==> src/rtl/keccak_pkg.sv <==
// Shared Keccak-p[400] definitions: lane/plane/state types, round constants,
// rho offsets and flat <-> structured state conversion.
package keccak_pkg;

    localparam int N          = 16;
    localparam int STATE_SIZE = 25 * N;
    localparam int NUM_RC     = 20;

    // Packed so that state[y][x][z] sits at flat bit 16*(5y+x)+z.
    typedef logic [4:0][N-1:0] k_plane;
    typedef k_plane [4:0]      k_state;

    typedef enum logic [1:0] {
        IDLE,
        RUN,
        DONE
    } perm_fsm_e;

    // Low 16 bits of the 64-bit Keccak round constants RC[0..19].
    localparam logic [N-1:0] RC16 [NUM_RC] = '{
        16'h0001, 16'h8082, 16'h808A, 16'h8000, 16'h808B,
        16'h0001, 16'h8081, 16'h8009, 16'h008A, 16'h0088,
        16'h8009, 16'h000A, 16'h808B, 16'h008B, 16'h8089,
        16'h8003, 16'h8002, 16'h0080, 16'h800A, 16'h000A
    };

    // Indexed [y][x]; standard offsets already reduced mod 16.
    localparam int RHO_OFF [5][5] = '{
        '{ 0,  1, 14, 12, 11},
        '{ 4, 12,  6,  7,  4},
        '{ 3, 10, 11,  9,  7},
        '{ 9, 13, 15,  5,  8},
        '{ 2,  2, 13,  8, 14}
    };

    function automatic int NEG_MOD(input int a, input int m);
        return ((a % m) + m) % m;
    endfunction

    function automatic logic [N-1:0] rotl(input logic [N-1:0] v, input int r);
        logic [N-1:0] o;
        o = '0;
        for (int z = 0; z < N; z++) begin
            o[z] = v[NEG_MOD(z - r, N)];
        end
        return o;
    endfunction

    function automatic k_state to_keccak_state(input logic [STATE_SIZE-1:0] v);
        return k_state'(v);
    endfunction

    function automatic logic [STATE_SIZE-1:0] to_keccak_logic(input k_state s);
        return STATE_SIZE'(s);
    endfunction

endpackage

==> src/rtl/keccak_round.sv <==
// One combinational Keccak-p[400] round (theta, rho, pi, chi, iota) for round index ir.
module keccak_round
    import keccak_pkg::*;
(
    input  k_state     state,
    input  logic [4:0] ir,
    output k_state     state_next
);

    k_plane       c;
    k_plane       d;
    k_state       theta;
    k_state       pi;
    k_state       chi;
    logic [N-1:0] rc;

    always_comb begin
        c     = '0;
        d     = '0;
        theta = '0;
        pi    = '0;
        chi   = '0;
        rc    = '0;

        for (int x = 0; x < 5; x++) begin
            c[x] = state[0][x] ^ state[1][x] ^ state[2][x] ^ state[3][x] ^ state[4][x];
        end
        for (int x = 0; x < 5; x++) begin
            d[x] = c[(x + 4) % 5] ^ rotl(c[(x + 1) % 5], 1);
        end
        for (int y = 0; y < 5; y++) begin
            for (int x = 0; x < 5; x++) begin
                theta[y][x] = state[y][x] ^ d[x];
            end
        end
        // rho and pi fused: lane (x,y) moves to (y, 2x+3y).
        for (int y = 0; y < 5; y++) begin
            for (int x = 0; x < 5; x++) begin
                pi[(2 * x + 3 * y) % 5][y] = rotl(theta[y][x], RHO_OFF[y][x]);
            end
        end
        for (int y = 0; y < 5; y++) begin
            for (int x = 0; x < 5; x++) begin
                chi[y][x] = pi[y][x] ^ (~pi[y][(x + 1) % 5] & pi[y][(x + 2) % 5]);
            end
        end
        // Indices past the last round select no constant.
        for (int i = 0; i < NUM_RC; i++) begin
            if (ir == 5'(i)) begin
                rc = RC16[i];
            end
        end

        state_next       = chi;
        state_next[0][0] = chi[0][0] ^ rc;
    end

endmodule

==> src/rtl/keccak_p400_perm.sv <==
// Round-iterative Keccak-p[400, nr] core: applies the last nr rounds of
// Keccak-f[400], one round per clock, with a start/ready and valid/ack handshake.
module keccak_p400_perm
    import keccak_pkg::*;
#(
    parameter int MAX_ROUNDS = 20
) (
    input  logic                  clk_i,
    input  logic                  rst_ni,
    input  logic                  start_i,
    input  logic [4:0]            nr_i,
    input  logic [STATE_SIZE-1:0] state_i,
    output logic                  ready_o,
    output logic                  valid_o,
    output logic [STATE_SIZE-1:0] state_o,
    input  logic                  ack_i
);

    perm_fsm_e  fsm_reg, fsm_next;
    logic [4:0] ir_reg, ir_next;
    k_state     state_reg, state_next;
    k_state     round_out;
    logic [4:0] nr_clamped;

    assign nr_clamped = (nr_i > 5'(MAX_ROUNDS)) ? 5'(MAX_ROUNDS) : nr_i;

    keccak_round u_round (
        .state      (state_reg),
        .ir         (ir_reg),
        .state_next (round_out)
    );

    always_ff @(posedge clk_i or negedge rst_ni) begin
        if (!rst_ni) begin
            fsm_reg   <= IDLE;
            ir_reg    <= '0;
            state_reg <= '0;
        end else begin
            fsm_reg   <= fsm_next;
            ir_reg    <= ir_next;
            state_reg <= state_next;
        end
    end

    always_comb begin
        fsm_next   = fsm_reg;
        ir_next    = ir_reg;
        state_next = state_reg;

        unique case (fsm_reg)
            IDLE: begin
                if (start_i) begin
                    state_next = to_keccak_state(state_i);
                    // Running the tail of the schedule: start at round 20-nr.
                    ir_next    = 5'(MAX_ROUNDS) - nr_clamped;
                    fsm_next   = (nr_clamped == 5'd0) ? DONE : RUN;
                end
            end
            RUN: begin
                state_next = round_out;
                ir_next    = ir_reg + 5'd1;
                if (ir_reg == 5'(MAX_ROUNDS - 1)) begin
                    fsm_next = DONE;
                end
            end
            DONE: begin
                if (ack_i) begin
                    fsm_next = IDLE;
                end
            end
            default: begin
                fsm_next = IDLE;
            end
        endcase
    end

    assign ready_o = (fsm_reg == IDLE);
    assign valid_o = (fsm_reg == DONE);
    assign state_o = to_keccak_logic(state_reg);

endmodule

==> config.mk <==
export PLATFORM = sky130hd
export DESIGN_NAME = keccak_p400_perm
export DESIGN_NICKNAME = d
export VERILOG_FILES = /design/src/rtl/keccak_pkg.sv /design/src/rtl/keccak_round.sv /design/src/rtl/keccak_p400_perm.sv
export SDC_FILE = /design/constraint.sdc
export NUM_CORES = 2
export LEC_CHECK = 0
export ABC_AREA = 1
export CORE_UTILIZATION = 30
export DETAILED_ROUTE_END_ITERATION = 8
export PLACE_DENSITY = 0.59
export SLEW_MARGIN = 15
export SYNTH_ARGS = -nofsm -noshare
export SYNTH_HDL_FRONTEND = slang
export SYNTH_SLANG_ARGS = --single-unit
==> constraint.sdc <==
create_clock -name clk_i -period 3.3 [get_ports clk_i]
set_clock_uncertainty 0.2 [all_clocks]
set_input_delay 0.825 -clock clk_i [delete_from_list [all_inputs] [get_ports clk_i]]
set_output_delay 0.825 -clock clk_i [all_outputs]
set_load 0.05 [all_outputs]
==> results by group <==
Yosys
  • EDFF count, synth: 0
  • Area fraction in compound gates after synthesis: 1.59%
  • Mapped cell area: around 0.042 sq mm
  • Syn nets: a little over 8k
  • Synth Area in XOR/XNOR: 8.40%
  • Synth top area share: 38.8%
  • Async S/R FF share, synth: 100%
  • Ranking of synthesized cells by area: nand2_1, dfrtp_1, nand3_1
  • Synth Warn #: 0
  • #FFs+latches synth: approximately 410
  • Post-Synthesis Cells: 7832
  • Top FF cell, synth: dfrtp_1
  • Area leader, netlist: nand2_1
  • Mux contribution to synthesized area: 0%
  • Simple-gate share of the synthesized area: 59.4%
  • Netlist cell types: 33
  • Adder-cell share of the synthesized area: less than 1%
  • Mean area per synthesized cell: 5.36 sq um
  • Largest family of logic cells by synthesized area: simple AND/OR/NAND/NOR gates
  • Sequential area share after synthesis: 24.3%

STA
  • Fmax: 300 MHz
  • Rel. slew slack: 39.1%
  • # setup viols final: 12
  • Worst-margin pin slew: ~910 ps
  • Hold violation count in the final report: 0
  • Slew Viols, Final: 0
  • RSZ-0062 raised after global routing: false
  • Tmin final: 3330 ps
  • Tcrit/Tclk final: 101%
  • Worst setup margin: -32.0 ps

Placed design
  • Cell Area, Placed: 0.0626 sq mm
  • PortBufs: 810
  • Post-DP HPWL: 309000 microns
  • Routability cong.: roughly 1.1

Floorplanning
  • Site Rows: ~140
  • Core Region: approximately 0.14 sq mm
  • Initial core utilization: between 30% and 40%
  • I/O Pins: 811
  • Chip Width: 376 microns
  • Die height: 376 microns
  • Die area: about 0.14 sq mm

Drt
  • TritonRoute pass-1 iters: 8
  • Routed WL: around 360000 microns
  • Vias/cell: 5.35
  • DR DRC count: 0
  • Routed len/inst: 30.8 microns
  • Drt first-iter violations: 8899
  • Vias: 62.1k
  • Antenna Nets Post-Route: 0

Min path
  • Worst hold path depth: 2
  • Class of the worst hold path: reg -> reg
  • Hold Startpoint: state_o[179]
  • Hold endpoint: state_o[179]

Outcome
  • Failing checks: setup timing
  • Outcome: complete, but fails checks

Cells and area
  • Layout cells sized above 1: 15.4%
  • Final Cell Area: about 0.065 sq mm
  • P&R area growth vs syn: 54.6%
  • Storage cell area: 0.0102 sq mm
  • Largest register FFs: 400
  • Fillcell total: 14.7k
  • Footprint of the multi-input gates: 0.0293 sq mm
  • Final nets: 10.1k

Setup path
  • Max FO, Critical Path: 5
  • Setup crit end kind: output pin
  • RR Startpoint: state_o[135]
  • Reg-to-Reg End: state_o[53]
  • Type of origin of the critical path: flop
  • R2R depth: 16
  • Flop-to-flop setup slack: -10 ps
  • Arr. time, crit path: between 2000 and 2500 ps
  • CP Class: reg -> out
  • Critical Path Start: state_o[75]
  • Critical path required time: between 2000 and 2500 ps

Global routing
  • Initial antenna violation count: 26
  • Vias in the first global route: roughly 54k
  • Largest net degree at the start of global routing: 159
  • Global-route wire length before repair: 465000 microns
  • GRT Total Usage: approximately 49%
  • Gr ovfl total: 0

Clock network
  • CTS root buffer: clkbuf_16
  • H-tree depth: 2
  • CTS tree: yes
  • Worst-Skew Late Latency: approximately 730 ps
  • Reg clk slew, reported paths: 60 ps
  • CTS buffer count: 58
  • Clk sink count: between 400 and 500
  • Max clock buf depth: 3

Job
  • Max-cap violations: 0
## critical path: stages (launching register included)
cell and delay, ps:
dfrtp_1 530, buf_4 240, clkdlybuf4s50_1 820
## synth_stat cells, drive strengths merged, types with 2 or more instances
cell type / count
o21ai: 117
nor2: 830
or2: 8
inv: 491
dfrtp: 407
nor3: 4
nand3: 872
dlygate4sd1: 2
xor2: 177
nand4: 2
a21oi: 13
nand2: 4504
buf: 38
clkbuf: 144
nand3b: 2
ha: 6
xnor2: 212
## per-stage QoR
stage / setup WS [ps] / hold WS, ps / utilization (%) / setup TNS [ps] / instances
2_1_floorplan: 634 / 322 / - / 0 / 7832
3_3_place_gp: -295 / 298 / 45.3 / -522 / 11500
3_5_place_dp: -317 / 325 / 45.3 / -661 / 11500
4_1_cts: -113 / 340 / 46.9 / -113 / 11600
5_1_grt: 1.41 / 358 / 47.0 / 0 / 11600
6_report: -32.0 / 345 / 47.0 / -144 / 11600
## timing repair
item,CTS,global route
buffers inserted,0,1
hold buffers,1,0
pin swaps,0,1
hold endpoints to repair,24,0
resized for setup,77,19
endpoints found under the setup margin,80,31
## placed cells by master (no fill, tap or decap), types with 4 or more instances in the layout
| master | instances |
|---|---|
| clkinv_4 | 4 |
| dfrtp_2 | 5 |
| nand2_1 | 4335 |
| xor2_2 | 18 |
| o21ai_1 | 35 |
| inv_1 | 481 |
| xor2_1 | 159 |
| clkdlybuf4s50_1 | 732 |
| or2_1 | 6 |
| diode_2 | 12 |
| nor2_1 | 829 |
| clkbuf_8 | 7 |
| xnor2_1 | 200 |
| buf_4 | 997 |
| dfrtp_1 | 401 |
| dlygate4sd2_1 | 67 |
| nand3_1 | 871 |
| bufinv_16 | 13 |
| clkinvlp_4 | 4 |
| clkinv_2 | 9 |
| inv_2 | 10 |
| inv_6 | 5 |
| buf_12 | 178 |
| nand2_4 | 9 |
| clkbuf_16 | 59 |
| nand2_2 | 160 |
| nor3_1 | 4 |
| a21oi_1 | 13 |
| o21ai_0 | 82 |
| xnor2_2 | 12 |
| ha_1 | 6 |
| clkbuf_1 | 8 |
## worst max path at each step
stage                               to  slack (ps)  depth (start not counted)
after global routing       state_o[53]           1                         16
after detailed placement   state_o[52]        -320                         15
final                      state_o[75]         -30                          2
after global placement     state_o[52]        -290                         15
after floorplan           state_o[292]         630                          9
after CTS                  state_o[52]        -110                         15
## routing by layer
| layer | GRT usage, % | share of wire [%] | vias to the layer above |
|---|---|---|---|
| li1 | - | - | 27700 |
| met1 | 61.2 | 38 | 29100 |
| met2 | 70.7 | 41 | 4255 |
| met3 | 11.7 | 11 | 908 |
| met4 | 40.8 | 10 | 18 |
| met5 | 0 | 0.031 | - |
## layout make-up
| class | instances | share of cell area [%] |
|---|---|---|
| multi-input combinational | 6749 | 45.2 |
| timing repair buffer | 1978 | 29.3 |
| sequential | 407 | 15.7 |
| tap | 1863 | 3.59 |
| inverter | 492 | 2.85 |
| clock buffer | 74 | 2.47 |
| clock inverter | 35 | 0.839 |
| antenna | 12 | 0.0463 |
## cell families after synthesis
group                    Yosys count
XOR/XNOR                         389
buffers and inverters            676
AND/OR/NAND/NOR                 6222
AO/OA/AOI/OAI                    132
flip-flops                       407
adder cells (fa/ha/maj)            6
Power is not shown: default switching activity piles up to over one toggle a cycle in this logic, so the estimate is an artifact.
